### src/rtl/ahb3lite_dma_scheduler_if.sv
// Bundle of requester, FIFO-status and AHB-master command signals for the DMA scheduler.
// Every strobe (o_gnt, o_done, o_err, o_NewCommandOn, i_Master_Done) is a one-cycle pulse with no back-pressure.
interface ahb3lite_dma_scheduler_if #(
  parameter int LEN_W = 6
);
  logic [1:0]       i_req;
  logic [LEN_W-1:0] i_len0;
  logic [LEN_W-1:0] i_len1;
  logic [31:0]      i_addr0;
  logic [31:0]      i_addr1;
  logic [5:0]       i_fifo_count;
  logic             i_Master_Done;
  logic [1:0]       o_gnt;
  logic [1:0]       o_done;
  logic [1:0]       o_err;
  logic             o_NewCommandOn;
  logic [LEN_W-1:0] o_RCC_BUFFER_LENGTH;
  logic [15:0]      o_RCC_DMA_ADDR_HIGH;
  logic [15:0]      o_RCC_DMA_ADDR_LOW;
  logic             o_busy;
  logic [1:0]       o_dbg_state;

  // master: the scheduler itself; slave: requesters, FIFO and AHB master around it
  modport master (
    input  i_req, i_len0, i_len1, i_addr0, i_addr1, i_fifo_count, i_Master_Done,
    output o_gnt, o_done, o_err, o_NewCommandOn, o_RCC_BUFFER_LENGTH,
           o_RCC_DMA_ADDR_HIGH, o_RCC_DMA_ADDR_LOW, o_busy, o_dbg_state
  );

  modport slave (
    output i_req, i_len0, i_len1, i_addr0, i_addr1, i_fifo_count, i_Master_Done,
    input  o_gnt, o_done, o_err, o_NewCommandOn, o_RCC_BUFFER_LENGTH,
           o_RCC_DMA_ADDR_HIGH, o_RCC_DMA_ADDR_LOW, o_busy, o_dbg_state
  );
endinterface

### src/rtl/ahb3lite_dma_scheduler.sv
// Two-requester round-robin DMA command scheduler in front of an AHB-Lite master.
// Issues a command only when the read FIFO has room for the whole buffer; aborts on a WAIT timeout.
module ahb3lite_dma_scheduler #(
  parameter int LEN_W      = 6,
  parameter int FIFO_DEPTH = 32,
  parameter int TIMEOUT    = 255
) (
  input  logic HCLK,
  input  logic HRESETn,
  ahb3lite_dma_scheduler_if.master bus
);
  localparam logic [1:0] S_IDLE  = 2'd0;
  localparam logic [1:0] S_ISSUE = 2'd1;
  localparam logic [1:0] S_WAIT  = 2'd2;
  localparam logic [1:0] S_DONE  = 2'd3;

  localparam int         CMP_W   = (LEN_W > 7) ? LEN_W : 7;
  localparam logic [6:0] DEPTH_C = 7'(FIFO_DEPTH);
  localparam logic [7:0] TOUT_C  = 8'(TIMEOUT);

  logic [1:0]       r_state;
  logic             r_ptr;
  logic             r_winner;
  logic             r_abort;
  logic [7:0]       r_cnt;
  logic [LEN_W-1:0] r_len;
  logic [15:0]      r_addr_hi;
  logic [15:0]      r_addr_lo;
  logic [1:0]       r_gnt;
  logic [1:0]       r_done;
  logic [1:0]       r_err;
  logic             r_newcmd;

  logic             w_win;
  logic [LEN_W-1:0] w_win_len;
  logic [31:0]      w_win_addr;
  logic [6:0]       w_space;
  logic             w_issue_ok;

  // On a tie the pointer names the requester that was not served last
  always_comb begin
    w_win = 1'b0;
    case (bus.i_req)
      2'b01:   w_win = 1'b0;
      2'b10:   w_win = 1'b1;
      2'b11:   w_win = r_ptr;
      default: w_win = 1'b0;
    endcase
  end

  assign w_win_len  = w_win ? bus.i_len1  : bus.i_len0;
  assign w_win_addr = w_win ? bus.i_addr1 : bus.i_addr0;

  // An over-range occupancy reading counts as a full FIFO
  assign w_space    = ({1'b0, bus.i_fifo_count} > DEPTH_C) ? 7'd0
                                                           : DEPTH_C - {1'b0, bus.i_fifo_count};
  assign w_issue_ok = CMP_W'(w_space) >= CMP_W'(r_len);

  always_ff @(posedge HCLK or negedge HRESETn) begin
    if (!HRESETn) begin
      r_state   <= S_IDLE;
      r_ptr     <= 1'b0;
      r_winner  <= 1'b0;
      r_abort   <= 1'b0;
      r_cnt     <= 8'd0;
      r_len     <= '0;
      r_addr_hi <= 16'd0;
      r_addr_lo <= 16'd0;
      r_gnt     <= 2'b00;
      r_done    <= 2'b00;
      r_err     <= 2'b00;
      r_newcmd  <= 1'b0;
    end else begin
      r_gnt    <= 2'b00;
      r_done   <= 2'b00;
      r_err    <= 2'b00;
      r_newcmd <= 1'b0;
      case (r_state)
        S_IDLE: begin
          if (bus.i_req != 2'b00) begin
            r_winner  <= w_win;
            r_len     <= w_win_len;
            r_addr_hi <= w_win_addr[31:16];
            r_addr_lo <= w_win_addr[15:0];
            r_gnt     <= {w_win, ~w_win};
            r_abort   <= 1'b0;
            r_state   <= (w_win_len == '0) ? S_DONE : S_ISSUE;
          end
        end
        S_ISSUE: begin
          if (w_issue_ok) begin
            r_newcmd <= 1'b1;
            r_cnt    <= 8'd0;
            r_state  <= S_WAIT;
          end
        end
        S_WAIT: begin
          r_cnt <= r_cnt + 8'd1;
          // Completion is checked first so a same-cycle timeout never turns into an abort
          if (bus.i_Master_Done) begin
            r_state <= S_DONE;
          end else if (r_cnt == TOUT_C) begin
            r_abort <= 1'b1;
            r_state <= S_DONE;
          end
        end
        S_DONE: begin
          if (r_abort) r_err  <= {r_winner, ~r_winner};
          else         r_done <= {r_winner, ~r_winner};
          r_ptr   <= ~r_winner;
          r_state <= S_IDLE;
        end
        default: r_state <= S_IDLE;
      endcase
    end
  end

  assign bus.o_gnt               = r_gnt;
  assign bus.o_done              = r_done;
  assign bus.o_err               = r_err;
  assign bus.o_NewCommandOn      = r_newcmd;
  assign bus.o_RCC_BUFFER_LENGTH = r_len;
  assign bus.o_RCC_DMA_ADDR_HIGH = r_addr_hi;
  assign bus.o_RCC_DMA_ADDR_LOW  = r_addr_lo;
  assign bus.o_busy              = (r_state != S_IDLE);
  assign bus.o_dbg_state         = r_state;
endmodule

### src/flat_wrapper.sv
// flat-port wrapper written by rule: the top's interface ports become plain ports
module ahb3lite_dma_scheduler_flat 
#(
  parameter int LEN_W      = 6,
  parameter int FIFO_DEPTH = 32,
  parameter int TIMEOUT    = 255
)
  (HCLK, HRESETn, bus_i_req, bus_i_len0, bus_i_len1, bus_i_addr0, bus_i_addr1, bus_i_fifo_count, bus_i_Master_Done, bus_o_gnt, bus_o_done, bus_o_err, bus_o_NewCommandOn, bus_o_RCC_BUFFER_LENGTH, bus_o_RCC_DMA_ADDR_HIGH, bus_o_RCC_DMA_ADDR_LOW, bus_o_busy, bus_o_dbg_state);
  ahb3lite_dma_scheduler_if #(.LEN_W(LEN_W)) bus_i ();
  input  logic HCLK;
  input  logic HRESETn;
  input wire logic [$bits(bus_i.i_req)-1:0] bus_i_req;
  input wire logic [$bits(bus_i.i_len0)-1:0] bus_i_len0;
  input wire logic [$bits(bus_i.i_len1)-1:0] bus_i_len1;
  input wire logic [$bits(bus_i.i_addr0)-1:0] bus_i_addr0;
  input wire logic [$bits(bus_i.i_addr1)-1:0] bus_i_addr1;
  input wire logic [$bits(bus_i.i_fifo_count)-1:0] bus_i_fifo_count;
  input wire logic [$bits(bus_i.i_Master_Done)-1:0] bus_i_Master_Done;
  output wire logic [$bits(bus_i.o_gnt)-1:0] bus_o_gnt;
  output wire logic [$bits(bus_i.o_done)-1:0] bus_o_done;
  output wire logic [$bits(bus_i.o_err)-1:0] bus_o_err;
  output wire logic [$bits(bus_i.o_NewCommandOn)-1:0] bus_o_NewCommandOn;
  output wire logic [$bits(bus_i.o_RCC_BUFFER_LENGTH)-1:0] bus_o_RCC_BUFFER_LENGTH;
  output wire logic [$bits(bus_i.o_RCC_DMA_ADDR_HIGH)-1:0] bus_o_RCC_DMA_ADDR_HIGH;
  output wire logic [$bits(bus_i.o_RCC_DMA_ADDR_LOW)-1:0] bus_o_RCC_DMA_ADDR_LOW;
  output wire logic [$bits(bus_i.o_busy)-1:0] bus_o_busy;
  output wire logic [$bits(bus_i.o_dbg_state)-1:0] bus_o_dbg_state;
  assign bus_i.i_req = bus_i_req;
  assign bus_i.i_len0 = bus_i_len0;
  assign bus_i.i_len1 = bus_i_len1;
  assign bus_i.i_addr0 = bus_i_addr0;
  assign bus_i.i_addr1 = bus_i_addr1;
  assign bus_i.i_fifo_count = bus_i_fifo_count;
  assign bus_i.i_Master_Done = bus_i_Master_Done;
  assign bus_o_gnt = bus_i.o_gnt;
  assign bus_o_done = bus_i.o_done;
  assign bus_o_err = bus_i.o_err;
  assign bus_o_NewCommandOn = bus_i.o_NewCommandOn;
  assign bus_o_RCC_BUFFER_LENGTH = bus_i.o_RCC_BUFFER_LENGTH;
  assign bus_o_RCC_DMA_ADDR_HIGH = bus_i.o_RCC_DMA_ADDR_HIGH;
  assign bus_o_RCC_DMA_ADDR_LOW = bus_i.o_RCC_DMA_ADDR_LOW;
  assign bus_o_busy = bus_i.o_busy;
  assign bus_o_dbg_state = bus_i.o_dbg_state;
  ahb3lite_dma_scheduler #(.LEN_W(LEN_W), .FIFO_DEPTH(FIFO_DEPTH), .TIMEOUT(TIMEOUT)) u_core (.HCLK(HCLK), .HRESETn(HRESETn), .bus(bus_i));
endmodule
### config.mk
export PLATFORM = sky130hd
export DESIGN_NAME = ahb3lite_dma_scheduler_flat
export DESIGN_NICKNAME = d
export VERILOG_FILES = /design/src/rtl/ahb3lite_dma_scheduler_if.sv /design/src/rtl/ahb3lite_dma_scheduler.sv /design/src/flat_wrapper.sv
export SDC_FILE = /design/constraint.sdc
export NUM_CORES = 1
export LEC_CHECK = 0
export BUFFER_PORTS_ARGS = -buffer_cell sky130_fd_sc_hd__clkbuf_2
export CAP_MARGIN = 20
export CORE_MARGIN = 2
export CORE_UTILIZATION = 52
export DETAILED_ROUTE_END_ITERATION = 6
export PLACE_DENSITY_LB_ADDON = 0.05
export SKIP_LAST_GASP = 1
export SLEW_MARGIN = 0
export SYNTH_ARGS = -nofsm -noshare
export SYNTH_HDL_FRONTEND = slang
export SYNTH_SLANG_ARGS = --single-unit
export TNS_END_PERCENT = 50
### constraint.sdc
create_clock -name HCLK -period 3.9 [get_ports HCLK]
set_input_delay 0.78 -clock HCLK [delete_from_list [all_inputs] [get_ports HCLK]]
set_output_delay 0.78 -clock HCLK [all_outputs]
set_load 0.02 [all_outputs]
After elaboration in Yosys (flattened, before gate mapping)

Cells that the tools add are included.

Output and inout bits: 48
Bits in registers: 58
Logic and storage cells: 63
RAM bits: 0
Memories kept: 0
Input port bits: 87
Latch bits: 0
Bits in read-only memories: 0

Reduce and logical (&&, ||, !) cells: 10
Bitwise gates (word level): 2
Add/subtract/negate cells: 2
Divide/modulo/power cells: 0
Shifts and indexed selects: 0
Multipliers: 0
$lt $le $gt $ge: 2
Equality and inequality tests: 11
Mux-type cells: 24

Operator list:

| kind                                                                    | count |
|---|---|
| 32-bit two-way mux                                                      | 1 |
| 2-bit two-way mux                                                       | 11 |
| 8-bit one-hot mux with 2 select lines                                   | 1 |
| 8-bit by 1-bit adder with 8-bit output, second input constant           | 1 |
| 2-bit equality test, second input constant                              | 4 |
| 8-bit equality test, second input constant                              | 1 |
| 8-bit two-way mux                                                       | 1 |
| 2-bit one-hot mux with 4 select lines                                   | 1 |
| 2-bit nonzero test                                                      | 4 |
| 7-bit by 6-bit greater-or-equal comparator with 1-bit output            | 1 |
| 7-bit two-way mux                                                       | 1 |
| 6-bit by 6-bit subtractor with 7-bit output, first input constant       | 1 |
| 6-bit greater-than comparator, second input constant                    | 1 |
| 6-bit zero test                                                         | 1 |
| 6-bit two-way mux                                                       | 1 |
| 2-bit by 1-bit inequality test with 1-bit output, second input constant | 3 |
| 1-bit two-way mux                                                       | 5 |
| 1-bit one-hot mux with 2 select lines                                   | 2 |
| 2-bit AND reduction                                                     | 2 |
| 4-bit AND reduction                                                     | 1 |
| 3-bit by 2-bit inequality test with 1-bit output, second input constant | 1 |
| 3-bit AND reduction                                                     | 1 |
| 2-bit by 1-bit equality test with 1-bit output, second input constant   | 1 |
| 2-bit zero test                                                         | 1 |
| 2 further kinds                                                         | 3 |

Logic depth before layout (Yosys ltp)

Depth in word-level cells: 7
Gate-level depth with buffers: 12
Gate-level depth less buffers: 11

Least setup slack after synthesis

OpenSTA, ideal clock, no wires.

Kind: input port to flip-flop
Start: in bus_i_fifo_count[3]
End: reg u_core.r_state[1], in the netlist u_core.bus.o_dbg_state[1]
Arrival: 2860 ps
Slack: 915 ps
Stages: 9
Required time: 3775 ps
Path buffers: 0
Library setup time: 125 ps
Path through: nor4_4 -> or2b_1 -> a21boi_0 -> ha_1 -> nand2_1 -> o21ai_0 -> nand4_1 -> a221oi_4 -> mux2_4

Cells in the longest elaborated chain, start to end: 5
Elaborated cells on any way between the ends: 6
Those cells by class: add/sub (1); order compare (2); eq/ne (1); mux (1); reduce/logical (1)

RTL lines:

| item                                                                                                | RTL line                                                   | text |
|---|---|---|
| from (decl)                                                                                         | flat_wrapper.sv:17                                         | `input wire logic [$bits(bus_i.i_fifo_count)-1:0] bus_i_fifo_count;` |
| 6-bit by 6-bit subtractor with 7-bit output / 6-bit greater-than comparator (equally long branches) | ahb3lite_dma_scheduler.sv:56, ahb3lite_dma_scheduler.sv:55 |  |
| 7-bit two-way mux *                                                                                 | ahb3lite_dma_scheduler.sv:55                               | `assign w_space = ({1'b0, bus.i_fifo_count} > DEPTH_C) ? 7'd0` |
| 7-bit by 6-bit greater-or-equal comparator with 1-bit output *                                      | ahb3lite_dma_scheduler.sv:57                               | `assign w_issue_ok = CMP_W'(w_space) >= CMP_W'(r_len);` |
| 2-bit by 1-bit inequality test with 1-bit output (no line) *                                        | -                                                          |  |
| 3-bit AND reduction (no line) *                                                                     | -                                                          |  |
| to (signal assigned)                                                                                | ahb3lite_dma_scheduler.sv:87                               | `r_state <= (w_win_len == '0) ? S_DONE : S_ISSUE;` |
| to (decl)                                                                                           | ahb3lite_dma_scheduler.sv:21                               | `logic [1:0] r_state;` |

Every way passes the cells marked *; elsewhere a longest branch is shown, timed or not.
A chain may end at the register's enable or synchronous reset.

Worst setup path in the final report

Same ends and word-level chain as after synthesis.

==> flow_metrics.env <==
export IMPL_status="finished, final reports clean"
export IMPL_post_route_period_util_pct=78.5
export IMPL_final_hold_viol_count=0
export IMPL_start_util_pct=53.4
export IMPL_yosysWarnings=0
export IMPL_place_area_um2=3870
export IMPL_vdd_drop_max_mv=0.405
export IMPL_setup_violations=0
export IMPL_p_clk_share_pct=21.4
export IMPL_vias=2820
export IMPL_cp_slowest_stage_delay_ps=440
export IMPL_core_um2=5850
export IMPL_synth_area_top_cells="dfrtp_1 46%, mux2i_1 13%, o21ai_0 6.6%, nand2_1 6.1%, ha_1 4.8%"
export IMPL_grtUsageTotal_pct=24.4
export IMPL_cts_resized_gates=0
export IMPL_final_layout_size_suffix_gt1_share_pct=35.2
export IMPL_fin_nets=552
export IMPL_rows=28
export IMPL_fmax_mhz=327
export IMPL_maxSlewHeadroom_pct=45.9
export IMPL_clockBufferDepth=2
export IMPL_rsz0062_at_grt="false"
export IMPL_worst_pin_slew_ps=811
export IMPL_fin_skew_ps=5.38
export IMPL_worstSetupStartpointType="input port"
export IMPL_seq_power_share_pct=33.5
export IMPL_postSynthCellCount=321
export IMPL_final_cell_mix="134 x clkbuf_2, 58 x dfrtp_1, 51 x nand2_1"
export IMPL_seqCellArea_um2=1450
export IMPL_synth_distinct_cells=48
export IMPL_numPortBuffers=134
export IMPL_cts_tree="built"
export IMPL_multi_input_area_um2=1570
export IMPL_synth_area_leader_cell="dfrtp_1"
export IMPL_post_cts_setup_buffer_count=0
export IMPL_synthArstFlopShare_pct=100
export IMPL_dp_hpwl_um=5730
export IMPL_ant_nets=0
export IMPL_synth_edf_count=0
export IMPL_insertion_delay_ps=330
export IMPL_whs_path_depth=2
export IMPL_drv_cap=0
export IMPL_p_sw_mw=1.33
export IMPL_drv_slew=0
export IMPL_grt_pass1_vias=2674
export IMPL_htreeDepth=3
export IMPL_ioPinCount=135
export IMPL_drt_iter0_markers=90
export IMPL_final_common_cell="clkbuf_2"
export IMPL_fp_dieH_um=81.5
export IMPL_slowest_stage="nand4_1"
export IMPL_fin_area_um2=4110
export IMPL_period_needed_ps=3060
export IMPL_leakage_nw=2.24
export IMPL_wl_per_cell_um=14.1
export IMPL_grt_pass1_wl_um=12300
export IMPL_ys_ff_latch=58
export IMPL_synth_top_area_share_pct=46.4
export IMPL_grt_start_max_net_pins=50
export IMPL_antenna_cells=0
export IMPL_synth_fp_nets=420
export IMPL_path_class="in -> reg"
export IMPL_required_ps=4120
export IMPL_die_area_um2=6650
export IMPL_chipWidth_um=81.5
export IMPL_cp_end_kind="register"
export IMPL_cts_hold_buffers=0
export IMPL_combPwrFrac_pct=45.1
export IMPL_place_gp_congestion=0.800
export IMPL_r2r_cells=6
export IMPL_tns_ps=0
export IMPL_cts_sinks=58
export IMPL_ys_flop_type="dfrtp_1"
export IMPL_power_density_nw_per_um2=763
export IMPL_grt_overflow=0
export IMPL_tritoncts_num_buffers=9
export IMPL_clkTransAtPathRegs_ps=70
export IMPL_p_int_mw=1.80
export IMPL_fillCellCount=460
export IMPL_drc=0
export IMPL_postSynthAreaPerCell_um2=9.74
export IMPL_switching_share_pct=42.5
export IMPL_seq_area_frac_synth_pct=46.4
export IMPL_wirelength_um=7530
export IMPL_dr_pass1_iters=4
export IMPL_critPathArrivalTime_ps=3280
export IMPL_syn_cell_area_um2=3130
export IMPL_antenna_found_initial=0
export IMPL_crit_chain="clkbuf_2, nor4_4, or2b_1, a21boi_0, ha_1, nand2_1, o21ai_0, nand4_1, a221oi_4, mux2_4"
export IMPL_areaGrowthSynthToFinish_pct=31.5
export IMPL_root_buffer="clkbuf_8"
export IMPL_viasPerCell=5.29
export IMPL_path_max_fanout=10
export IMPL_hold_class="reg -> reg"
[Yosys cell counts (2+ instances only)]
cell,instances
ha_1,12
nor4_1,2
nor2_1,11
a221oi_1,2
or3_1,3
o21ai_1,2
nor2b_1,2
o21ai_0,41
clkbuf_1,11
nand2_1,51
buf_2,4
a211o_1,2
mux2i_1,40
and3_1,4
nand3_1,11
a31oi_1,2
dfrtp_1,58
nand4_1,2
nor3_1,5
or4_1,2
a21o_1,2
inv_1,15
o221ai_1,2
a21oi_1,11
[through the flow]
stage	hold slack, ps	worst slack, ps	instances	power [mW]	utilization (%)
6_report	479	839	533	3.13	70.2
5_1_grt	505	667	533	3.37	70.2
3_5_place_dp	470	519	517	2.48	66.2
3_3_place_gp	461	577	517	2.43	66.2
4_1_cts	484	847	533	3.15	70.2
2_1_floorplan	459	915	321	2.00	-
[power groups by stage]
stage          combinational [mW]  sequential (mW)  clock (mW)
6_report                     1.41             1.05       0.670
5_1_grt                      1.58             1.08       0.705
4_1_cts                      1.43             1.05       0.678
3_5_place_dp                 1.43             1.05           0
3_3_place_gp                 1.38             1.05           0
2_1_floorplan               0.712             1.29           0
[path summary, 6_finish.rpt]
kind,from,end,slack [ps]
worst max-delay path,bus_i_fifo_count[3],u_core.bus.o_dbg_state[1]$_DFFE_PN0P_,840
worst min-delay path,u_core.bus.o_RCC_DMA_ADDR_LOW[14]$_DFFE_PN0P_,u_core.bus.o_RCC_DMA_ADDR_LOW[14]$_DFFE_PN0P_,480
worst max register to register,u_core.bus.o_dbg_state[0]$_DFFE_PN0P_,u_core.r_cnt[5]$_DFFE_PN0P_,1630
worst min register to register,u_core.bus.o_RCC_DMA_ADDR_LOW[14]$_DFFE_PN0P_,u_core.bus.o_RCC_DMA_ADDR_LOW[14]$_DFFE_PN0P_,480
max in group asynchronous,HRESETn,u_core.bus.o_RCC_DMA_ADDR_HIGH[8]$_DFFE_PN0P_,2520
min in group asynchronous,HRESETn,u_core.bus.o_RCC_DMA_ADDR_HIGH[15]$_DFFE_PN0P_,530
[flip-flops by register name, indices dropped and copies added, names as in the netlist]
| signal | count |
|---|---|
| u_core.bus.o_NewCommandOn | 1 |
| u_core.bus.o_RCC_BUFFER_LENGTH | 6 |
| u_core.bus.o_RCC_DMA_ADDR_HIGH | 16 |
| u_core.bus.o_RCC_DMA_ADDR_LOW | 16 |
| u_core.bus.o_dbg_state | 2 |
| u_core.bus.o_done | 2 |
| u_core.bus.o_err | 2 |
| u_core.bus.o_gnt | 2 |
| u_core.r_abort | 1 |
| u_core.r_cnt | 8 |
| u_core.r_ptr | 1 |
| u_core.r_winner | 1 |
[area by class of cell]
type,count,share of cell area [%]
Clock buffer,11,3.20
Clock inverter,5,2.50
Multi-Input combinational cell,232,38.2
Tap cell,75,2.28
Inverter,15,1.37
Sequential cell,58,35.3
Timing Repair Buffer,137,17.2
[metal layers]
layer | wire [um] | track usage (%)
met1 | 3120 | 29.9
met2 | 3780 | 41.0
met3 | 515 | 7.36
met4 | 121 | 8.31
met5 | 0 | 0
[worst max-delay path: cells and delay by family]
| kind | cells | cell delay [ps] |
|---|---|---|
| AND/OR/NAND/NOR | 4 | 1100 |
| AO/OA/AOI/OAI | 3 | 800 |
| multiplexers | 1 | 320 |
| adder cells (fa/ha/maj) | 1 | 140 |
| buffers and inverters | 1 | 120 |
[cell families (layout without fill, tap and decap cells)]
logic type	count (synthesis)	count (layout)	share of synthesized area, %
AND/OR/NAND/NOR	103	103	16.2
XOR/XNOR	2	2	0.561
multiplexers	41	41	13.3
flip-flops	58	58	46.4
AO/OA/AOI/OAI	74	74	14.6
buffers and inverters	31	168	4.12
adder cells (fa/ha/maj)	12	12	4.80
Note: power is estimated with default switching activity, not from simulation.
